[src/rtl/ika2151_sodec.sv]
// Serial floating-point sample decoder: deserialises 13-bit mantissa/exponent words
// from the accumulator stream and expands them to 16-bit two's-complement samples.
module ika2151_sodec #(
  parameter int EXP0_ZERO = 1
) (
  input  logic        i_EMUCLK,
  input  logic        i_MRST_n,
  input  logic        i_phi1_NCEN_n,
  input  logic        i_SO,
  input  logic        i_WORD_START,
  input  logic        i_WORD_CH,
  input  logic        i_ERR_CLR,
  output logic [15:0] o_R_DATA,
  output logic [15:0] o_L_DATA,
  output logic        o_R_VALID,
  output logic        o_L_VALID,
  output logic        o_FRAME_ERR
);

  localparam int DATA_W = 16;

  typedef enum logic [1:0] {IDLE, RECV, COMMIT} state_t;

  state_t      state, state_nxt;
  logic [3:0]  cnt, cnt_nxt;
  logic [12:0] sr, sr_nxt;
  logic        ch, ch_nxt;
  logic        err_set;
  logic        commit;
  logic        tick;
  logic signed [DATA_W-1:0] dec;

  // Mantissa sign bit arrives inverted; exponent 1..7 maps to a left shift of 0..6.
  function automatic logic signed [DATA_W-1:0] decode(input logic [12:0] w);
    logic signed [9:0]        m10;
    logic signed [DATA_W-1:0] m;
    logic [2:0]               e;
    m10 = {~w[9], w[8:0]};
    m   = m10;
    e   = w[12:10];
    if (e == 3'd0) begin
      return (EXP0_ZERO != 0) ? '0 : m;
    end
    return m <<< (e - 3'd1);
  endfunction

  assign tick = ~i_phi1_NCEN_n;
  assign dec  = decode(sr);

  always_comb begin
    state_nxt = state;
    cnt_nxt   = cnt;
    sr_nxt    = sr;
    ch_nxt    = ch;
    err_set   = 1'b0;
    commit    = 1'b0;
    case (state)
      IDLE: begin
        if (i_WORD_START) begin
          sr_nxt    = {12'd0, i_SO};
          ch_nxt    = i_WORD_CH;
          cnt_nxt   = 4'd1;
          state_nxt = RECV;
        end
      end
      RECV: begin
        if (i_WORD_START) begin
          // A new word start inside a word means the framing slipped; drop the partial word.
          err_set   = 1'b1;
          sr_nxt    = {12'd0, i_SO};
          ch_nxt    = i_WORD_CH;
          cnt_nxt   = 4'd1;
        end else begin
          sr_nxt[cnt] = i_SO;
          cnt_nxt     = cnt + 4'd1;
          if (cnt == 4'd12) begin
            state_nxt = COMMIT;
          end
        end
      end
      COMMIT: begin
        commit    = 1'b1;
        cnt_nxt   = 4'd0;
        state_nxt = IDLE;
        if (i_WORD_START) begin
          sr_nxt    = {12'd0, i_SO};
          ch_nxt    = i_WORD_CH;
          cnt_nxt   = 4'd1;
          state_nxt = RECV;
        end
      end
      default: state_nxt = IDLE;
    endcase
  end

  always_ff @(posedge i_EMUCLK or negedge i_MRST_n) begin
    if (!i_MRST_n) begin
      state       <= IDLE;
      cnt         <= 4'd0;
      sr          <= 13'd0;
      ch          <= 1'b0;
      o_R_DATA    <= 16'h0000;
      o_L_DATA    <= 16'h0000;
      o_R_VALID   <= 1'b0;
      o_L_VALID   <= 1'b0;
      o_FRAME_ERR <= 1'b0;
    end else if (tick) begin
      state       <= state_nxt;
      cnt         <= cnt_nxt;
      sr          <= sr_nxt;
      ch          <= ch_nxt;
      o_R_VALID   <= commit & ~ch;
      o_L_VALID   <= commit & ch;
      if (commit && !ch) o_R_DATA <= dec;
      if (commit && ch)  o_L_DATA <= dec;
      o_FRAME_ERR <= err_set | (o_FRAME_ERR & ~i_ERR_CLR);
    end
  end

endmodule

[config.mk]
export PLATFORM = sky130hd
export DESIGN_NAME = ika2151_sodec
export DESIGN_NICKNAME = d
export VERILOG_FILES = /design/src/rtl/ika2151_sodec.sv
export SDC_FILE = /design/constraint.sdc
export NUM_CORES = 1
export LEC_CHECK = 0
export CORE_MARGIN = 4
export CORE_UTILIZATION = 30
export DETAILED_ROUTE_END_ITERATION = 6
export HOLD_SLACK_MARGIN = 0.12
export PLACE_DENSITY_LB_ADDON = 0.25
export SETUP_SLACK_MARGIN = 0.2
export SLEW_MARGIN = 10
export SYNTH_ARGS = -nofsm -noshare
export SYNTH_HDL_FRONTEND = slang
export SYNTH_SLANG_ARGS = --single-unit
[constraint.sdc]
create_clock -name i_EMUCLK -period 4.8 [get_ports i_EMUCLK]
set_input_delay 0.96 -clock i_EMUCLK [delete_from_list [all_inputs] [get_ports i_EMUCLK]]
set_output_delay 0.96 -clock i_EMUCLK [all_outputs]
set_load 0.05 [all_outputs]
Word level (Yosys, flattened, before mapping) --
Index checks and enable logic that the tools add are counted.
Word-level totals: bits in registers 55, input port bits 7, output and inout port bits 35, logic and storage cells 66
Operators by class: add/sub/neg operators 2, order comparisons 2, eq/ne operators 7, shift-type cells 1, muxes and demuxes 21, bitwise logic cells 8, reduce and logical (&&, ||, !) cells 16
Operators by type and width (count):
- two-way mux 16 bit | 2
- two-way mux 13 bit | 2
- one-hot mux 13 bit (2 select lines) | 1
- <<< shifter 10 x 3 -> 16 bit | 1
- bitwise mux 13 bit | 1
- one-hot mux 4 bit (3 select lines) | 1
- AND reduction 3 bit | 3
- two-way mux 4 bit | 2
- two-way mux 1 bit | 7
- two-way mux 2 bit | 3
- != test 2 bit (second input constant) | 3
- one-hot mux 2 bit (3 select lines) | 1
- < comparator 4 x 5 -> 1 bit (second input constant) | 1
- adder 4 x 1 -> 4 bit (second input constant) | 1
- demux 1 bit (select 4 bit) | 1
- equality test 4 bit (second input constant) | 1
- >= comparator 4 x 1 -> 1 bit (second input constant) | 1
- NOT 1 bit | 4
- AND reduction 2 bit | 2
- AND reduction 4 bit | 1
- AND 1 bit | 3
- logical AND 1 bit | 3
- zero test 3 bit | 1
- nonzero test 3 bit | 1
- 10 further kinds | 10

Depth between registers and ports, before layout --
Gate-level depths: netlist of the first run.
depth after elaboration 7, depth in mapped cells 9

Worst setup path after synthesis of the first run --
No wires, ideal clock.
path kind in2reg, from input port i_WORD_START, to register sr[10], library setup time 66 ps, arrival time 2050 ps, setup slack 2685 ps, stages 6, path buffers 2, cell sequence or3_1 buf_2 a2111oi_4 buf_6 nand3_1 nand2_1
On the way: longest elaborated chain between the ends 2, elaborated cells on any way between the ends 4
Ends and longest elaborated chain:
- start, declared | line 10 | input logic i_WORD_START,
- two-way mux 13 bit / != test 2 x 1 -> 1 bit (equally long branches)
- one-hot mux 13 bit (2 select lines) / AND reduction 3 bit (equally long branches)
- end signal, assigned | line 110 | sr <= sr_nxt;
- end, declared | line 26 | logic [12:0] sr, sr_nxt;
Parallel ways exist; a longest one is shown, timed or not. A chain may end at the register's enable or synchronous reset.

Worst setup path after layout of the first run --
Ends and elaborated chain as after synthesis.

==> results of run 1 <==
routing by layer:
metal  up-vias  part of all wire [%]  global-route usage, %
met3         9                   4.7                   2.59
met1       996                    49                   16.4
met2        41                    45                   18.3
met4         0                   1.3                   3.75
li1       1103                     -                      -
met5         -                     0                      0
cell families after synthesis:
family / share of synthesized area [%]
adders and majority gates: 4.46
DFF: 49.0
muxes: 7.76
xor gates and xnor gates: 0.312
buffers and inverters: 4.46
and+or+nand+nor: 14.5
AOI/OAI and AO/OA: 19.4
synthesized netlist by cell type (2+ instances only):
cell type / instances
a21oi_1: 17
a22oi_1: 7
buf_2: 4
clkbuf_1: 13
dfrtp_1: 55
ha_1: 10
inv_1: 10
inv_2: 2
mux2_2: 4
mux2i_1: 15
nand2_1: 54
nand2b_1: 2
nand3_1: 13
nand3b_1: 3
nor2_1: 7
nor2b_1: 6
o21ai_0: 55
o31ai_1: 3
flip-flops by register name, summed over array words and instances (netlist names):
name         flops
sr              13
o_L_DATA        16
state            2
o_FRAME_ERR      1
cnt              4
o_R_DATA        16
o_R_VALID        1
ch               1
o_L_VALID        1
critical path: stages:
cell and delay (ps):
clkdlybuf4s50_1 530, or3_1 590, a2111oi_4 700, nand3_1 170, nand2_1 100
power groups by stage:
stage	Combinational (mW)	Clock, mW	Sequential (mW)
floorplan	0.157	0	0.523
global placement	0.221	0	0.516
detailed placement	0.220	0	0.516
CTS	0.222	0.344	0.507
global route	0.254	0.361	0.511
finish	0.220	0.331	0.507
through the flow:
step / instance area, um2 / power [mW] / setup slack [ps] / util [%] / hold slack [ps]
4_1_cts: 3400 / 1.07 / 2030 / 37.1 / 494
3_5_place_dp: 3280 / 0.736 / 1680 / 35.8 / 470
6_report: 3400 / 1.06 / 2010 / 37.1 / 486
5_1_grt: 3400 / 1.13 / 1790 / 37.1 / 516
2_1_floorplan: 2810 / 0.679 / 2680 / - / 463
3_3_place_gp: 3280 / 0.737 / 1720 / 35.8 / 461
layout make-up:
| type | instances | share of cell area [%] |
|---|---|---|
| flip-flops and latches | 55 | 40.5 |
| multi-input cells | 215 | 38.4 |
| repair buffers | 42 | 12.1 |
| well taps | 111 | 4.09 |
| clock buffers | 6 | 2.43 |
| inverters | 12 | 1.32 |
| clock inverters | 2 | 1.14 |
how the worst max path moves through the flow:
stage / startpoint / to / slack (ps)
6_report: i_WORD_START / sr[10]$_DFFE_PN0P_ / 2010
2_1_floorplan: i_WORD_START / sr[10]$_DFFE_PN0P_ / 2680
4_1_cts: i_WORD_START / sr[11]$_DFFE_PN0P_ / 2030
5_1_grt: i_phi1_NCEN_n / o_L_DATA[10]$_DFFE_PN0P_ / 1790
3_5_place_dp: i_WORD_START / sr[11]$_DFFE_PN0P_ / 1680
3_3_place_gp: i_WORD_START / sr[1]$_DFFE_PN0P_ / 1720
cells in the final DEF, fill, tap and decap left out, types with 2 or more instances in the layout:
| cell type | n |
|---|---|
| clkbuf_8 | 6 |
| clkdlybuf4s50_1 | 40 |
| o31ai_1 | 3 |
| a21oi_1 | 17 |
| nand2b_1 | 2 |
| nand2_1 | 54 |
| nor2_1 | 7 |
| a22oi_1 | 7 |
| nand3b_1 | 3 |
| inv_1 | 10 |
| inv_2 | 2 |
| mux2i_1 | 15 |
| ha_1 | 10 |
| mux2_2 | 4 |
| o21ai_0 | 55 |
| nor2b_1 | 6 |
| nand3_1 | 13 |
| dfrtp_1 | 55 |
==> metrics, run 1 <==
status=completed; FF+latch count, synth=55; TritonCTS Buffers=5; final clock skew=11.7 ps; CORE AREA=9150 um2; number of cells after detailed placement=435; Congestion Overflow GR=0; Initial DRC Count=74; leading area contributor after synthesis=dfrtp_1; leakage=1.49 nW; WS Path Type=primary input to register; post-synth cell types=38; Fin Setup TNS=0 ps; share of layout cells above drive strength 1=6.33%; CTS resizes=0; mean post-synth cell area=9.35 um2; sequential share of the synthesized area=49.0%; ys async rst share=100%; Vias/cell=4.85; Power Dens Cells=311 nW/um2; top cells by area, synth=dfrtp_1 (49%), o21ai_0 (9.8%), nand2_1 (7.2%); DR vias=2149; clk slew on worst S/H paths=110 ps; drt wl/cell=13.7 um; hold path startpoint=o_R_DATA[8]$_DFFE_PN0P_; post-route ant nets=0; Post-Syn Nets=317; Starting Density=30.7%; RSZ-0062 raised after global routing=no; RR Endpoint=sr[10]$_DFFE_PN0P_; hold crit path type=register to register; Die Span X=105 um; H-tree levels=2; Non-Filler Instances=443; Post-synth EDFFs=0; synthesis-to-layout area growth=21.1%; DIE HEIGHT=105 um; Worst Hold End=o_R_DATA[8]$_DFFE_PN0P_; combinational share of power=20.8%; Syn Inst Count=300; max_slew headroom=33.4%; CTS tree=built; filler cell count=933; GPL Wtd Cong=0.753; row count=35; final setup violation count=0; hold path depth=2; Clk pwr share=31.3%; Multi-input gate area=1310 um2; Int Pwr=0.735 mW; worst-skew pair later-pin latency=310 ps; Sink Count=55; r2r setup slk=2350 ps; final cycle utilization of the critical path=58.2%; worst slew pin tran=996 ps; Layout Nets=348; die footprint=11000 um2; share of power burned in registers=47.9%; Remaining DRCs=0; Root Driver=clkbuf_8; sw power=0.323 mW; Worst VDD drop=0.135 mV; Max Slew Vio Count=0; max-cap violations=0; total track usage=11.8%; first-pass GRT wire length=10700 um; vias in the first global route=2140; post-synth top area share=49.0%; Setup crit end kind=register; R2R depth=6; required time of the critical path=5060 ps; CP startpoint kind=primary input; Ports=42; Post-Syn Area=2810 um2; setup bufs post-CTS=0; cts hold-fix bufs=0; Sw Ratio=30.5%; final WL=6080 um; initial antenna violation count=0; RR Startpoint=state[0]$_DFFE_PN0P_; fmax=358 MHz; post-layout min period=2790 ps; Yosys Warn Count=0; crit path DAT=3050 ps; ANT cells=0; first-pass iteration count of the detailed router=4; I/O Buffers=41; largest net degree at the start of global routing=56; Worst Path Max Fanout=15; sequential standard cell area=1380 um2; clk buf depth=2; HPWL Detailed=4500 um; Final Hold Viols=0; predominant post-synthesis flop cell=dfrtp_1
Power figures use the tool's default switching activity.
==> inputs of run 2 (changes only) <==
==> constraint.sdc (replaced) <==
create_clock -name i_EMUCLK -period 2.5 [get_ports i_EMUCLK]
set_input_delay 0.5 -clock i_EMUCLK [delete_from_list [all_inputs] [get_ports i_EMUCLK]]
set_output_delay 0.5 -clock i_EMUCLK [all_outputs]
set_load 0.05 [all_outputs]
==> run 2 against run 1 <==
- die area unchanged
- final area increased by 1.5%
- register-to-register slack worse by 1900 ps
==> metrics, run 2 (same netlist as run 1, synthesis figures left out) <==
Vias/cell=4.93 (was 4.85); Die Span X=105 um (unchanged); worst-skew pair later-pin latency=300 ps (was 310 ps); Fin Setup TNS=0 ps (unchanged); crit-path cells=inv_1 > ha_1 > mux2i_1 > mux2i_1 > a22oi_1 > o21ai_0 (was clkdlybuf4s50_1 > or3_1 > a2111oi_4 > nand3_1 > nand2_1); Slowest-stage cell, CP=ha_1 (was a2111oi_4); number of cells after detailed placement=442 (was 435); final WL=6140 um (was 6080 um); cts hold-fix bufs=0 (unchanged); die footprint=11000 um2 (unchanged); critical path depth in cells=6 (was 5); worst path bufs/invs=1 (unchanged); CP startpoint kind=register (was primary input); Layout Nets=355 (was 348); H-tree levels=2 (unchanged); Sw Ratio=30.7% (was 30.5%); status=completed (unchanged); fmax=484 MHz; RSZ-0062 raised after global routing=no (unchanged); HPWL Detailed=4660 um (was 4500 um); DIE HEIGHT=105 um (unchanged); Crit path top cell by count=mux2i_1; largest net degree at the start of global routing=34 (was 56); final clock skew=13.1 ps (was 11.7 ps); Final Hold Viols=0 (unchanged); Ports=42 (unchanged); post-route ant nets=0 (unchanged); Worst Path Max Fanout=15 (unchanged); hold crit path type=primary input to asynchronous set/reset pin (was register to register); crit path DAT=2220 ps (was 3050 ps); WS Path Type=register to register (was primary input to register); top flop regs=o_L_DATA (16), o_R_DATA (16), sr (13) (unchanged); I/O Buffers=41 (unchanged); TritonCTS Buffers=5 (unchanged); total track usage=11.9% (was 11.8%); clk buf depth=2 (unchanged); synthesis-to-layout area growth=22.9% (was 21.1%); Sink Count=55 (unchanged); r2r setup slk=430 ps (was 2350 ps); required time of the critical path=2660 ps (was 5060 ps); share of power burned in registers=48.6% (was 47.9%); final setup violation count=0 (unchanged); Congestion Overflow GR=0 (unchanged); worst slew pin tran=634 ps (was 996 ps); max-cap violations=0 (unchanged); Worst VDD drop=0.322 mV (was 0.135 mV); post-layout min period=2070 ps; RR Endpoint=o_R_DATA[11]$_DFFE_PN0P_ (was sr[10]$_DFFE_PN0P_); CTS resizes=0 (unchanged); setup bufs post-CTS=0 (unchanged); sw power=0.616 mW (was 0.323 mW); ANT cells=0 (unchanged); CORE AREA=9150 um2 (unchanged); vias in the first global route=2196 (was 2140); Int Pwr=1.39 mW (was 0.735 mW); filler cell count=919 (was 933); Non-Filler Instances=449 (was 443); Worst Setup SP=sr[11]$_DFFE_PN0P_ (was i_WORD_START); Worst Setup EP=o_R_DATA[11]$_DFFE_PN0P_ (was sr[10]$_DFFE_PN0P_); final cycle utilization of the critical path=82.7%; first-pass iteration count of the detailed router=4 (unchanged); Initial DRC Count=115 (was 74); clk slew on worst S/H paths=100 ps (was 110 ps); R2R depth=6 (unchanged); Remaining DRCs=0 (unchanged); Power Dens Cells=582 nW/um2 (was 311 nW/um2); Final WS setup=432 ps (was 2010 ps); GPL Wtd Cong=0.721 (was 0.753); RR Startpoint=sr[11]$_DFFE_PN0P_ (was state[0]$_DFFE_PN0P_); initial antenna violation count=0 (unchanged); first-pass GRT wire length=11000 um (was 10700 um); Clk pwr share=28.8% (was 31.3%); CP top delay family=adder cells (was simple AND/OR/NAND/NOR gates); CTS tree=built (unchanged); Root Driver=clkbuf_8 (unchanged); leakage=1.52 nW (was 1.49 nW); share of layout cells above drive strength 1=7.99% (was 6.33%); drt wl/cell=13.7 um (about the same); max_slew headroom=57.8% (was 33.4%); Setup crit end kind=register (unchanged); Starting Density=30.7% (unchanged); row count=35 (unchanged); DR vias=2213 (was 2149); leading cell types in the layout, fill and taps excluded=o21ai_0 (55), dfrtp_1 (55), nand2_1 (54), clkdlybuf4s50_1 (40), a21oi_1 (17) (unchanged); CP peak stage delay=650 ps (was 700 ps); pre-CTS WS=251 ps (was 1680 ps); Max Slew Vio Count=0 (unchanged); combinational share of power=22.6% (was 20.8%)
==> run 2: layout make-up <==
| cell class | count | area, um2 | share of cell area, % |
|---|---|---|---|
| Timing Repair Buffer | 49 | 478 | 13.9 |
| Clock inverter | 2 | 37.5 | 1.09 |
| Tap cell | 111 | 139 | 4.03 |
| Multi-Input combinational cell | 215 | 1310 | 37.8 |
| Clock buffer | 5 | 68.8 | 1.99 |
| Inverter | 12 | 45.0 | 1.31 |
| Sequential cell | 55 | 1380 | 39.9 |
==> run 2: worst min-delay path by stage <==
stage | start | to | slack [ps] | depth (start not counted)
2_1_floorplan | i_MRST_n | ch$_DFFE_PN0P_ | 200 | 0
3_3_place_gp | o_L_DATA[10]$_DFFE_PN0P_ | o_L_DATA[10]$_DFFE_PN0P_ | 460 | 2
3_5_place_dp | o_R_VALID$_DFFE_PN0N_ | o_R_VALID$_DFFE_PN0N_ | 470 | 2
4_1_cts | i_MRST_n | o_L_DATA[0]$_DFFE_PN0P_ | 220 | 1
5_1_grt | i_MRST_n | o_L_DATA[0]$_DFFE_PN0P_ | 240 | 1
6_report | i_MRST_n | o_L_DATA[0]$_DFFE_PN0P_ | 200 | 1
==> run 2: metrics by stage <==
stage / hold slack [ps] / power (mW) / instance area [um2] / util [%]
2_1_floorplan: 204 / 1.30 / 2810 / -
3_3_place_gp: 463 / 1.44 / 3340 / 36.5
5_1_grt: 243 / 2.12 / 3450 / 37.7
6_report: 198 / 2.01 / 3450 / 37.7
3_5_place_dp: 467 / 1.45 / 3340 / 36.5
4_1_cts: 223 / 2.03 / 3450 / 37.7
==> run 2: layer usage <==
layer	up-vias	GRT usage (%)	part of all wire, %
li1	1122	-	-
met1	1032	15.9	48
met2	53	19.7	46
met3	6	2.59	4.2
met4	0	2.62	1.1
met5	-	0	0
==> run 2: power by group through the flow <==
stage	combinational, mW	sequential, mW	clock [mW]
after global routing	0.509	0.982	0.632
final	0.454	0.975	0.578
after global placement	0.450	0.992	0
after CTS	0.456	0.974	0.604
after detailed placement	0.455	0.991	0
after floorplan	0.301	1.00	0
